===== config.mk =====
export PLATFORM = sky130hd
export DESIGN_NAME = vga_timing_monitor_flat
export DESIGN_NICKNAME = d
export VERILOG_FILES = /design/src/rtl/vga_timing_monitor_pkg.sv /design/src/rtl/vga_timing_monitor_if.sv /design/src/rtl/vga_timing_monitor_sync_edge_det.sv /design/src/rtl/vga_timing_monitor.sv /design/src/flat_wrapper.sv
export SDC_FILE = /design/constraint.sdc
export NUM_CORES = 1
export LEC_CHECK = 0
export BUFFER_PORTS_ARGS = -buffer_cell sky130_fd_sc_hd__buf_4
export CAP_MARGIN = 20
export CORE_UTILIZATION = 59
export CTS_CLUSTER_SIZE = 40
export DETAILED_ROUTE_END_ITERATION = 10
export GPL_TIMING_DRIVEN = 1
export PLACE_DENSITY_LB_ADDON = 0.15
export SETUP_SLACK_MARGIN = 0.15
export SYNTH_ARGS = -nofsm -noshare
export SYNTH_HDL_FRONTEND = slang
export SYNTH_SLANG_ARGS = --single-unit
export TNS_END_PERCENT = 20

===== constraint.sdc =====
create_clock -name pclk -period 2.05 [get_ports pclk]
set_input_delay 0.205 -clock pclk [delete_from_list [all_inputs] [get_ports pclk]]
set_output_delay 0.205 -clock pclk [all_outputs]
set_load 0.01 [all_outputs]

===== src/rtl/vga_timing_monitor_pkg.sv =====
// Shared constants, FSM state type and helpers for the VGA timing monitor.
// XGA defaults are kept here so the generator, the monitor and benches agree.
package vga_timing_monitor_pkg;

  localparam int unsigned XGA_H_TOTAL = 1344;
  localparam int unsigned XGA_H_SYNC  = 136;
  localparam int unsigned XGA_V_TOTAL = 806;
  localparam int unsigned XGA_V_SYNC  = 6;

  localparam bit SYNC_ACTIVE_LOW  = 1'b0;
  localparam bit SYNC_ACTIVE_HIGH = 1'b1;

  localparam int unsigned CNT_W = 16;

  typedef enum logic [1:0] {
    ST_IDLE    = 2'd0,
    ST_MEASURE = 2'd1,
    ST_DONE    = 2'd2
  } state_e;

  function automatic logic [CNT_W-1:0] sat_inc(input logic [CNT_W-1:0] v);
    return (&v) ? v : v + 1'b1;
  endfunction

endpackage


===== src/rtl/vga_timing_monitor_if.sv =====
// Video stream bundle observed by the monitor.
// Stream semantics: no flow control; every pin is a level sampled on every pclk edge.
interface vga_timing_monitor_if #(
  parameter int unsigned CW = 4
);
  logic          hs;
  logic          vs;
  logic [CW-1:0] r;
  logic [CW-1:0] g;
  logic [CW-1:0] b;

  modport master (output hs, vs, r, g, b);
  modport slave  (input  hs, vs, r, g, b);
endinterface


===== src/rtl/vga_timing_monitor_sync_edge_det.sv =====
// Two-flop sync capture with registered active/inactive edge pulses.
// The act level is taken from s2 so it lines up with the registered edge pulses.
module sync_edge_det
  import vga_timing_monitor_pkg::*;
#(
  parameter bit SYNC_POL = SYNC_ACTIVE_LOW
) (
  input  logic clk,
  input  logic rst,
  input  logic sig,
  output logic act,
  output logic act_edge,
  output logic inact_edge
);

  logic s1_q, s2_q, ae_q, ie_q;
  logic ae_d, ie_d;
  logic s1_act, s2_act;

  assign s1_act = (s1_q == SYNC_POL);
  assign s2_act = (s2_q == SYNC_POL);

  always_comb begin
    ae_d = s1_act & ~s2_act;
    ie_d = ~s1_act & s2_act;
  end

  // Pipeline resets to the inactive level so release never fakes an edge.
  always_ff @(posedge clk) begin
    if (rst) begin
      s1_q <= ~SYNC_POL;
      s2_q <= ~SYNC_POL;
      ae_q <= 1'b0;
      ie_q <= 1'b0;
    end else begin
      s1_q <= sig;
      s2_q <= s1_q;
      ae_q <= ae_d;
      ie_q <= ie_d;
    end
  end

  assign act        = s2_act;
  assign act_edge   = ae_q;
  assign inact_edge = ie_q;

endmodule


===== src/rtl/vga_timing_monitor.sv =====
// VGA stream checker: measures hs/vs timing, checks blanking during sync,
// and freezes after FRAMES complete frames with sticky error flags.
module vga_timing_monitor
  import vga_timing_monitor_pkg::*;
#(
  parameter int unsigned H_TOTAL  = XGA_H_TOTAL,
  parameter int unsigned H_SYNC   = XGA_H_SYNC,
  parameter int unsigned V_TOTAL  = XGA_V_TOTAL,
  parameter int unsigned V_SYNC   = XGA_V_SYNC,
  parameter bit          SYNC_POL = SYNC_ACTIVE_LOW,
  parameter int unsigned CW       = 4,
  parameter int unsigned FRAMES   = 2
) (
  input  logic                   pclk,
  input  logic                   rst,
  vga_timing_monitor_if.slave    vid,
  output logic [7:0]             frame_cnt,
  output logic [CNT_W-1:0]       last_h_period,
  output logic                   locked,
  output logic                   done,
  output logic                   err_h_period,
  output logic                   err_h_width,
  output logic                   err_v_lines,
  output logic                   err_v_width,
  output logic                   err_blank,
  output logic                   err_any,
  output state_e                 state_dbg
);

  localparam logic [CNT_W-1:0] H_TOTAL_C   = CNT_W'(H_TOTAL);
  localparam logic [CNT_W-1:0] H_SYNC_C    = CNT_W'(H_SYNC);
  localparam logic [CNT_W-1:0] V_TOTAL_C   = CNT_W'(V_TOTAL);
  localparam logic [CNT_W-1:0] V_SYNC_C    = CNT_W'(V_SYNC);
  localparam logic [CNT_W-1:0] H_TIMEOUT_C = CNT_W'(2 * H_TOTAL);
  localparam logic [7:0]       FRAMES_C    = 8'(FRAMES);

  logic hs_act, hs_aedge, hs_iedge;
  logic vs_act, vs_aedge, vs_iedge;

  sync_edge_det #(.SYNC_POL(SYNC_POL)) u_hs_det (
    .clk(pclk), .rst(rst), .sig(vid.hs),
    .act(hs_act), .act_edge(hs_aedge), .inact_edge(hs_iedge)
  );

  sync_edge_det #(.SYNC_POL(SYNC_POL)) u_vs_det (
    .clk(pclk), .rst(rst), .sig(vid.vs),
    .act(vs_act), .act_edge(vs_aedge), .inact_edge(vs_iedge)
  );

  // Colour goes through the same two stages so it aligns with hs_act/vs_act.
  logic [3*CW-1:0] rgb_s1_q, rgb_s1_d;
  logic            rgb_nz_q, rgb_nz_d;

  state_e           state_q, state_d;
  logic [CNT_W-1:0] hcnt_q, hcnt_d, hw_q, hw_d, lcnt_q, lcnt_d, vw_q, vw_d;
  logic [CNT_W-1:0] last_h_q, last_h_d;
  logic [7:0]       frame_q, frame_d;
  logic             h_seen_q, h_seen_d;
  logic             e_hp_q, e_hp_d, e_hw_q, e_hw_d, e_vl_q, e_vl_d;
  logic             e_vw_q, e_vw_d, e_bl_q, e_bl_d, e_any_q, e_any_d;
  logic             measure;

  assign measure = (state_q == ST_MEASURE);

  always_comb begin
    rgb_s1_d = {vid.r, vid.g, vid.b};
    rgb_nz_d = |rgb_s1_q;
    state_d  = state_q;
    hcnt_d   = hcnt_q;
    hw_d     = hw_q;
    lcnt_d   = lcnt_q;
    vw_d     = vw_q;
    last_h_d = last_h_q;
    frame_d  = frame_q;
    h_seen_d = h_seen_q;
    e_hp_d   = e_hp_q;
    e_hw_d   = e_hw_q;
    e_vl_d   = e_vl_q;
    e_vw_d   = e_vw_q;
    e_bl_d   = e_bl_q;

    if (state_q != ST_DONE) begin
      if (hs_aedge) begin
        hcnt_d   = CNT_W'(1);
        h_seen_d = 1'b1;
        if (h_seen_q) begin
          last_h_d = hcnt_q;
          if (measure && (hcnt_q != H_TOTAL_C)) e_hp_d = 1'b1;
        end
      end else if (hcnt_q < H_TIMEOUT_C) begin
        hcnt_d = hcnt_q + 1'b1;
      end
      if (measure && (hcnt_q >= H_TIMEOUT_C)) e_hp_d = 1'b1;

      if (hs_aedge)    hw_d = CNT_W'(1);
      else if (hs_act) hw_d = sat_inc(hw_q);
      if (measure && hs_iedge && (hw_q != H_SYNC_C)) e_hw_d = 1'b1;

      // A coincident hs edge opens the new frame, never closes the old one.
      if (vs_aedge) begin
        lcnt_d = hs_aedge ? CNT_W'(1) : '0;
        vw_d   = hs_aedge ? CNT_W'(1) : '0;
        if (measure) begin
          if (lcnt_q != V_TOTAL_C) e_vl_d = 1'b1;
          frame_d = frame_q + 8'd1;
          if (frame_q + 8'd1 == FRAMES_C) state_d = ST_DONE;
        end else begin
          state_d = ST_MEASURE;
        end
      end else begin
        if (hs_aedge)           lcnt_d = sat_inc(lcnt_q);
        if (hs_aedge && vs_act) vw_d   = sat_inc(vw_q);
      end
      if (measure && vs_iedge && (vw_q != V_SYNC_C)) e_vw_d = 1'b1;

      if (measure && (hs_act || vs_act) && rgb_nz_q) e_bl_d = 1'b1;
    end

    e_any_d = e_hp_d | e_hw_d | e_vl_d | e_vw_d | e_bl_d;
  end

  always_ff @(posedge pclk) begin
    if (rst) begin
      rgb_s1_q <= '0;
      rgb_nz_q <= 1'b0;
      state_q  <= ST_IDLE;
      hcnt_q   <= '0;
      hw_q     <= '0;
      lcnt_q   <= '0;
      vw_q     <= '0;
      last_h_q <= '0;
      frame_q  <= '0;
      h_seen_q <= 1'b0;
      e_hp_q   <= 1'b0;
      e_hw_q   <= 1'b0;
      e_vl_q   <= 1'b0;
      e_vw_q   <= 1'b0;
      e_bl_q   <= 1'b0;
      e_any_q  <= 1'b0;
    end else begin
      rgb_s1_q <= rgb_s1_d;
      rgb_nz_q <= rgb_nz_d;
      state_q  <= state_d;
      hcnt_q   <= hcnt_d;
      hw_q     <= hw_d;
      lcnt_q   <= lcnt_d;
      vw_q     <= vw_d;
      last_h_q <= last_h_d;
      frame_q  <= frame_d;
      h_seen_q <= h_seen_d;
      e_hp_q   <= e_hp_d;
      e_hw_q   <= e_hw_d;
      e_vl_q   <= e_vl_d;
      e_vw_q   <= e_vw_d;
      e_bl_q   <= e_bl_d;
      e_any_q  <= e_any_d;
    end
  end

  assign frame_cnt     = frame_q;
  assign last_h_period = last_h_q;
  assign locked        = (state_q != ST_IDLE);
  assign done          = (state_q == ST_DONE);
  assign err_h_period  = e_hp_q;
  assign err_h_width   = e_hw_q;
  assign err_v_lines   = e_vl_q;
  assign err_v_width   = e_vw_q;
  assign err_blank     = e_bl_q;
  assign err_any       = e_any_q;
  assign state_dbg     = state_q;

endmodule


===== src/flat_wrapper.sv =====
// flat-port wrapper written by rule: the top's interface ports become plain ports
module vga_timing_monitor_flat import vga_timing_monitor_pkg::*;
#(
  parameter int unsigned H_TOTAL  = XGA_H_TOTAL,
  parameter int unsigned H_SYNC   = XGA_H_SYNC,
  parameter int unsigned V_TOTAL  = XGA_V_TOTAL,
  parameter int unsigned V_SYNC   = XGA_V_SYNC,
  parameter bit          SYNC_POL = SYNC_ACTIVE_LOW,
  parameter int unsigned CW       = 4,
  parameter int unsigned FRAMES   = 2
)
  (pclk, rst, frame_cnt, last_h_period, locked, done, err_h_period, err_h_width, err_v_lines, err_v_width, err_blank, err_any, state_dbg, vid_hs, vid_vs, vid_r, vid_g, vid_b);
  vga_timing_monitor_if #(.CW(CW)) vid_i ();
  input  logic pclk;
  input  logic rst;
  output logic [7:0] frame_cnt;
  output logic [CNT_W-1:0] last_h_period;
  output logic locked;
  output logic done;
  output logic err_h_period;
  output logic err_h_width;
  output logic err_v_lines;
  output logic err_v_width;
  output logic err_blank;
  output logic err_any;
  output state_e state_dbg;
  input wire logic [$bits(vid_i.hs)-1:0] vid_hs;
  input wire logic [$bits(vid_i.vs)-1:0] vid_vs;
  input wire logic [$bits(vid_i.r)-1:0] vid_r;
  input wire logic [$bits(vid_i.g)-1:0] vid_g;
  input wire logic [$bits(vid_i.b)-1:0] vid_b;
  assign vid_i.hs = vid_hs;
  assign vid_i.vs = vid_vs;
  assign vid_i.r = vid_r;
  assign vid_i.g = vid_g;
  assign vid_i.b = vid_b;
  vga_timing_monitor #(.H_TOTAL(H_TOTAL), .H_SYNC(H_SYNC), .V_TOTAL(V_TOTAL), .V_SYNC(V_SYNC), .SYNC_POL(SYNC_POL), .CW(CW), .FRAMES(FRAMES)) u_core (.pclk(pclk), .rst(rst), .vid(vid_i), .frame_cnt(frame_cnt), .last_h_period(last_h_period), .locked(locked), .done(done), .err_h_period(err_h_period), .err_h_width(err_h_width), .err_v_lines(err_v_lines), .err_v_width(err_v_width), .err_blank(err_blank), .err_any(err_any), .state_dbg(state_dbg));
endmodule

Word-level counts from Yosys, hierarchy flattened
Index checks and enable logic that the tools add are counted.
{"block": "classes", "n_addsub": 5, "multipliers": 0, "div_mod_pow": 0, "magnitude_cmp": 2, "eq_ne": 13, "shift": 0, "n_mux": 29, "n_bitwise": 12, "reduce_logical": 26}
{"cell": "16-bit two-way mux", "n": 11}
{"cell": "16-bit by 1-bit adder with 16-bit output, second input constant", "n": 4}
{"cell": "16-bit AND reduction", "n": 3}
{"cell": "3-bit AND reduction", "n": 6}
{"cell": "16-bit by 12-bit >= comparator with 1-bit output, second input constant", "n": 1}
{"cell": "16-bit by 12-bit less-than comparator with 1-bit output, second input constant", "n": 1}
{"cell": "1-bit two-way mux", "n": 16}
{"cell": "16-bit by 10-bit inequality test with 1-bit output, second input constant", "n": 1}
{"cell": "16-bit by 11-bit inequality test with 1-bit output, second input constant", "n": 1}
{"cell": "16-bit by 3-bit inequality test with 1-bit output, second input constant", "n": 1}
{"cell": "16-bit by 8-bit inequality test with 1-bit output, second input constant", "n": 1}
{"cell": "12-bit OR reduction", "n": 1}
{"cell": "2-bit inequality test, second input constant", "n": 5}
{"cell": "1-bit logical AND", "n": 9}
{"cell": "8-bit by 1-bit adder with 8-bit output, second input constant", "n": 1}
{"cell": "8-bit by 2-bit == test with 1-bit output, second input constant", "n": 1}
{"cell": "2-bit nonzero test", "n": 4}
{"cell": "1-bit AND", "n": 4}
{"cell": "2-bit two-way mux", "n": 2}
{"cell": "1-bit NOT", "n": 4}
{"cell": "1-bit OR", "n": 4}
{"cell": "2-bit AND reduction", "n": 2}
{"cell": "2-bit by 1-bit == test with 1-bit output, second input constant", "n": 1}
{"cell": "2-bit == test, second input constant", "n": 1}
{"cell": "2 further kinds", "n": 2}
{"block": "word_totals", "ff_bits": 118, "latch_bits": 0, "ram_bits": 0, "romBits": 0, "inputBits": 16, "wordCells": 111, "mem_count": 0}

Logic depth before layout (Yosys ltp)
Gate-level depths: netlist (run 1).
{"block": "logic_depth", "ltp_word": 11, "mapped_depth": 8}

By module
From an unflattened synthesis (run 1), not the netlist that was laid out.
{"block": "hier_totals", "cells_unflattened": 609, "area_unflattened_um2": 5378.9}
{"module": "vga_timing_monitor", "instances": 1, "cells_each": 591, "area_per_inst_um2": 5136.2}
{"module": "sync_edge_det", "instances": 2, "cells_each": 9, "area_per_inst_um2": 121.4}

Worst setup path after synthesis (run 1)
OpenSTA, ideal clock, no wires.
{"block": "synth_path", "path_kind": "reg-to-reg", "start": "register u_core.hw_q[0]", "end": "register u_core.hw_q[13]", "arrival_ps": 1779, "path_slack_ps": 212, "stages_incl_launch_ff": 8, "n_path_buf": 1, "cell_sequence": "dfxtp_1 -> ha_1 -> and4_1 -> a41oi_1 -> o21ai_1 -> clkbuf_1 -> or4_1 -> nand2_1"}
{"block": "synth_via", "elab_chain_len": 4, "elab_cells_between_ends": 7}
{"item": "start, declared", "line": "vga_timing_monitor.sv:55", "source": "logic [CNT_W-1:0] hcnt_q, hcnt_d, hw_q, hw_d, lcnt_q, lcnt_d, vw_q, vw_d;"}
{"item": "start signal, assigned", "line": "vga_timing_monitor.sv:145", "source": "hw_q <= hw_d;"}
{"item": "16-bit by 1-bit adder with 16-bit output", "line": "vga_timing_monitor_pkg.sv:22", "source": "return (&v) ? v : v + 1'b1;"}
{"item": "16-bit two-way mux", "line": "vga_timing_monitor_pkg.sv:22"}
{"item": "16-bit two-way mux", "line": "vga_timing_monitor.sv:96", "source": "else if (hs_act) hw_d = sat_inc(hw_q);"}
{"item": "16-bit two-way mux", "line": "vga_timing_monitor.sv:95", "source": "if (hs_aedge) hw_d = CNT_W'(1);"}
Parallel ways exist; a longest one is shown, timed or not. The select of a mux whose other input is x is not followed.
A chain may end at the register's enable or synchronous reset.

Worst setup path in the final report (run 1)
{"block": "layout_path", "start": "register u_core.lcnt_q[1]", "end": "register u_core.lcnt_q[5]"}
{"block": "layout_via", "elab_chain_len": 4, "elab_cells_between_ends": 7}
{"item": "start, declared", "line": "vga_timing_monitor.sv:55"}
{"item": "start signal, assigned", "line": "vga_timing_monitor.sv:146", "source": "lcnt_q <= lcnt_d;"}
{"item": "16-bit by 1-bit adder with 16-bit output", "line": "vga_timing_monitor_pkg.sv:22"}
{"item": "16-bit two-way mux", "line": "vga_timing_monitor_pkg.sv:22"}
{"item": "16-bit two-way mux", "line": "vga_timing_monitor.sv:111", "source": "if (hs_aedge) lcnt_d = sat_inc(lcnt_q);"}
{"item": "16-bit two-way mux", "line": "vga_timing_monitor.sv:100", "source": "if (vs_aedge) begin"}
Parallel ways exist; a longest one is shown, timed or not. The select of a mux whose other input is x is not followed.

==> flow_summary_export.csv, run 1 <==
group,metric,value,unit
outcome,status,"completed",
critical_path,start_kind,"flop",
die,die_x,96.6,um
die,initial_core_util,60.8,%
routing,drt_wl_total,13300,um
clock_tree,cts_sinks,118,
die,rows,34,
routing,vias_per_cell,6.00,
global_route,overflow,0,
finish,final_common_cell,"dfxtp_1",
finish,fin_nets,723,
sta,hold_viol_final,0,
routing,wl_per_cell,16.2,um
routing,drt_iter0_drc,220,
critical_path,critPathMaxFanout,4,
synth,netlist_area,5280,sq um
clock_tree,clk_pin_slew,0.06,ns
place,dp_hpwl,8510,um
critical_path,crit_chain,"ha_1 -> and3_4 -> or4b_4 -> buf_4 -> nand3_1 -> xor2_1 -> nor2_1",
place,placedCellCount,766,
global_route,grt_pass1_wl,21100,um
clock_tree,htree_levels,4,
global_route,grt_pass1_vias,4564,
synth,synth-main-ff-cell,"dfxtp_1",
sta,period_share,93.1,%
power,p_per_area,776,nW/um^2
min_path,min_path_type,"input pin to flop",
die,die_h,96.6,um
sta,rsz0062_at_grt,"true",
critical_path,slowest_delay,0.51,ns
routing,dr.pass1.iters,4,
finish,layout-area-overhead-vs-synth,27.3,%
global_route,grt_max_degree,33,
global_route,track_usage,29.7,%
sta,fin_crit,1.91,ns
sta,hold_ws,0.0578,ns
die,coreArea,8680,sq um
run,cap_violations,0,
critical_path,crit_type,"flop to flop",
sta,worst_clock_skew,0.00862,ns
critical_path,crit_required,2.46,ns
sta,slew_viol_final,0,
critical_path,path_buf_inv,1,
critical_path,critPathSlowestCell,"or4b_4",
place,placed_cell_area,5900,sq um
finish,stdcell_area,6710,sq um
finish,diodes,0,
routing,antenna_left,0,
die,die_area,9320,sq um
synth,syn_area_per_cell,8.75,sq um
finish,layout_common_cells,"dfxtp_1, buf_4, nor2_1",
clock_tree,cts_tree,"done",
synth,synthCells,603,
critical_path,cp_top_family,"simple AND/OR/NAND/NOR gates",
clock_tree,clkLatencyLatePin,0.52,ns
clock_tree,cts-root-buf,"clkbuf_8",
sta,fmax,524,MHz
routing,dr_total_vias,4910,
finish,fin_cells,818,
sta,maxSlewHeadroom,65.8,%
global_route,antenna_found_initial,0,
critical_path,arrival,2.32,ns
place,gp_congestion,0.888,
critical_path,endpoint_kind,"flop",
synth,ys_seq_elements,118,
synth,ys_warn_count,0,
synth,yosysSeqAreaShare,44.8,%
clock_tree,cts_buffers,17,
place,io_buffers,49,
routing,drc_errors,0,
sta,worst_slew_pin_slew,0.511,ns
sta,finalSetupTns,0,ns
clock_tree,cts_max_path_buffers,2,
synth,synth_enable_flop_cells,0,
synth,ys_async_sr_fraction,0,%
die,num_io_pins,50,
synth,synth_nets,629,
sta,setup_viol,0,
power,ir_drop,0.518,mV
synth,synthDistinctLibCells,61,
finish,drive_above_1_share,22.0,%
power,p_leak,2.68,nW
## state kept, by name (all words and copies together) (netlist names), 2 cells and up
register and count:
u_core.vw_q 16, u_core.hcnt_q 16, u_core.state_dbg 2, u_core.lcnt_q 16
u_core.rgb_s1_q 12, u_core.last_h_period 16, u_core.frame_cnt 8, u_core.hw_q 16
## path summary, 6_finish.rpt
| kind | slack, ns | from | to | depth (start not counted) |
|---|---|---|---|---|
| max | 0.14 | u_core.lcnt_q[1] | u_core.lcnt_q[5] | 7 |
| min | 0.06 | rst | u_core.frame_cnt[4] | 2 |
| max reg2reg | 0.14 | u_core.lcnt_q[1] | u_core.lcnt_q[5] | 7 |
| min reg2reg | 0.45 | u_core.u_hs_det.s1_q | u_core.u_hs_det.s2_q | 1 |
## Yosys cell counts (15+ instances only)
| cell type | n | area, sq um |
|---|---|---|
| o21ai_0 | 20 | 100 |
| nor3_1 | 17 | 85.1 |
| nand2_1 | 38 | 143 |
| mux2i_1 | 18 | 180 |
| a21oi_1 | 25 | 125 |
| clkbuf_1 | 17 | 63.8 |
| inv_1 | 19 | 71.3 |
| nor2b_1 | 15 | 93.8 |
| nand4_1 | 19 | 119 |
| xor2_1 | 20 | 175 |
| nor2_1 | 80 | 300 |
| nand3_1 | 30 | 150 |
| dfxtp_1 | 118 | 2360 |
| xnor2_1 | 15 | 131 |
## per-stage QoR
step                      total power, W  setup slack (ns)  util (%)
final                            0.00521             0.142      77.4
after global routing             0.00536             0.105      77.4
after floorplan                  0.00250             0.212         -
after global placement           0.00258             0.197      68.0
after CTS                        0.00521             0.124      75.9
after detailed placement         0.00258            0.0963      68.0
## cell families after synthesis
kind of cell	count (synthesis)	share of synthesized area (%)
AO/OA/AOI/OAI	92	11.4
XOR/XNOR	35	5.81
adder cells (fa/ha/maj)	10	2.37
buffers and inverters	44	3.42
flip-flops	118	44.8
multiplexers	18	3.42
AND/OR/NAND/NOR	286	28.8
## report_power, final
part | total [W] | internal, W | leakage [nW] | switching, W
clock | 0.00264 | 0.00158 | 0.260 | 0.00106
sequential | 0.00235 | 0.00233 | 0.960 | 0.0000245
combinational | 0.000216 | 0.000100 | 1.46 | 0.000115
total | 0.00521 | 0.00400 | 2.68 | 0.00120
## worst reg2reg max path: cells and delay by family (launching register included)
kind | cells | cell delay [ns]
adders and majority gates | 1 | 0.20
buffers and inverters | 1 | 0.17
DFF | 1 | 0.34
xor gates and xnor gates | 1 | 0.19
and+or+nand+nor | 4 | 0.89
## repair_timing
| action | 4_1_cts | 5_1_grt |
|---|---|---|
| setup endpoints to repair | 14 | 33 |
| resized for setup | 3 | 25 |
| setup buffers | 0 | 6 |
| endpoints found under the hold margin | 14 | 0 |
| pin swaps | 0 | 10 |
| hold buffers | 14 | 0 |
## routing by layer
layer,routed length (um),global-route usage [%],vias up
met3,692,5.87,26
met2,6730,52.3,166
met4,271,14.2,0
met5,0,0,-
li1,-,-,2355
met1,5570,34.4,2363
## cell type report
type	instances	area, sq um
Multi-Input combinational cell	441	2820
Sequential cell	118	2370
Fill cell	615	1970
Timing Repair Buffer	99	778
Clock buffer	21	459
Tap cell	108	135
Clock inverter	11	77.6
Inverter	20	75.1
Power figures use the tool's default switching activity.
==> run 2: changes to the inputs <==
- PLACE_DENSITY: unset -> 0.76
- PLACE_DENSITY_LB_ADDON: 0.15 -> unset
==> flow_summary_export.csv, run 2 (synthesized netlist as in run 1, its figures left out) <==
group,metric,value,unit
finish,diodes,0,
sta,period_share,93.5,%
finish,fin_nets,715,
global_route,grt_max_degree,35,
critical_path,arrival,2.31,ns
sta,finalSetupTns,0,ns
sta,slew_viol_final,0,
global_route,track_usage,28.2,%
sta,hold_viol_final,0,
place,gp_congestion,0.887,
clock_tree,postCtsSetupBuffers,0,
clock_tree,htree_levels,4,
routing,drt_iter0_drc,227,
die,initial_core_util,60.8,%
global_route,grt_pass1_vias,4388,
critical_path,critPathMaxFanout,5,
routing,antenna_left,0,
power,swShare,20.5,%
routing,dr.pass1.iters,5,
sta,maxSlewHeadroom,67.4,%
finish,drive_above_1_share,20.4,%
critical_path,crit_required,2.44,ns
routing,vias_per_cell,5.95,
power,p_per_area,858,nW/um^2
die,num_io_pins,50,
power,p_switching,0.00119,W
outcome,status,"completed",
die,coreArea,8680,sq um
clock_tree,clk_pin_slew,0.06,ns
finish,layout_common_cells,"dfxtp_1, nor2_1, buf_4",
min_path,min_path_type,"flop to flop",
critical_path,endpoint_kind,"flop",
sta,rsz0062_at_grt,"true",
sta,worst_clock_skew,0.0109,ns
die,die_area,9320,sq um
finish,layout-area-overhead-vs-synth,28.4,%
critical_path,crit_type,"flop to flop",
sta,worst_slew_pin_slew,0.487,ns
die,die_x,96.6,um
run,cap_violations,0,
clock_tree,cts_buffers,17,
power,finalPower,0.00581,W
global_route,antenna_found_initial,0,
routing,drt_wl_total,12700,um
sta,hold_ws,0.444,ns
clock_tree,cts_max_path_buffers,2,
clock_tree,clkLatencyLatePin,0.52,ns
global_route,overflow,0,
routing,drc_errors,0,
finish,fin_util,78.1,%
sta,fin_crit,1.92,ns
critical_path,start_kind,"flop",
power,power_frac_clock,55.9,%
clock_tree,cts-root-buf,"clkbuf_8",
critical_path,rrSetupSlack,0.13,ns
power,p_leak,2.72,nW
global_route,grt_pass1_wl,20200,um
routing,wl_per_cell,15.6,um
die,rows,34,
die,die_h,96.6,um
clock_tree,cts_tree,"done",
clock_tree,cts_sinks,118,
power,ir_drop,0.634,mV
place,dp_hpwl,8260,um
power,combPwrFrac,3.7,%
sta,setup_viol,0,
place,io_buffers,49,
finish,final_common_cell,"dfxtp_1",
routing,dr_total_vias,4821,
power,internal-power,0.00463,W
power,p_seq_share,40.4,%
sta,fmax,522,MHz
==> run 2: cell count changes in the layout (fill, tap and decap cells not counted), moves of 3 or more <==
cell,previous run,this run
buf_4,85,75
bufinv_16,0,5
dfxtp_2,8,3
dfxtp_1,110,114
clkinvlp_4,3,0
==> run 2: metal layers <==
| layer | global-route usage [%] | wire [um] |
|---|---|---|
| met5 | 0 | 0 |
| met4 | 10.7 | 245 |
| met3 | 7.12 | 612 |
| met2 | 48.1 | 6340 |
| met1 | 34.0 | 5470 |
==> run 2: worst paths after layout <==
| path | startpoint | endpoint | depth (start not counted) |
|---|---|---|---|
| setup / recovery | u_core.lcnt_q[2] | u_core.err_any | 5 |
| hold reg to reg | u_core.u_hs_det.s1_q | u_core.u_hs_det.s2_q | 1 |
| setup reg to reg | u_core.lcnt_q[2] | u_core.err_any | 5 |
| hold / removal | u_core.u_hs_det.s1_q | u_core.u_hs_det.s2_q | 1 |
==> run 2: timing repair <==
| action | CTS | global route |
|---|---|---|
| resized for setup | 2 | 22 |
| pin swaps | 0 | 6 |
| endpoints found under the hold margin | 20 | 0 |
| setup endpoints to repair | 10 | 36 |
| gates cloned | 0 | 0 |
| hold buffers | 15 | 0 |
==> run 2: power groups by stage <==
stage	clock network [W]	registers [W]	logic [W]
final	0.00325	0.00235	0.000213
after global routing	0.00339	0.00235	0.000233
after CTS	0.00327	0.00235	0.000208
after detailed placement	0	0.00240	0.000182
after global placement	0	0.00240	0.000178
after floorplan	0	0.00240	0.000105
==> run 2: per-stage QoR <==
step	setup WS (ns)	cells	area, sq um
global route	0.0185	810	6770
CTS	0.103	810	6700
detailed placement	0.113	763	5890
finish	0.133	810	6770
global placement	0.117	763	5890
floorplan	0.212	603	5280
==> run 2: layout make-up <==
| type | instances | area, sq um |
|---|---|---|
| timing repair buffer | 91 | 733 |
| tap | 108 | 135 |
| clock inverter | 11 | 195 |
| inverter | 20 | 75.1 |
| multi-input combinational | 441 | 2810 |
| clock buffer | 21 | 459 |
| sequential | 118 | 2370 |
| fill | 603 | 1900 |
==> run 2: worst max-delay path, cell delays in order, from the launching register on <==
cell     delay [ns]
dfxtp_1        0.44
or4b_2         0.62
nor4_1         0.20
nand4_1        0.19
a21oi_2        0.22
a41oi_1        0.12
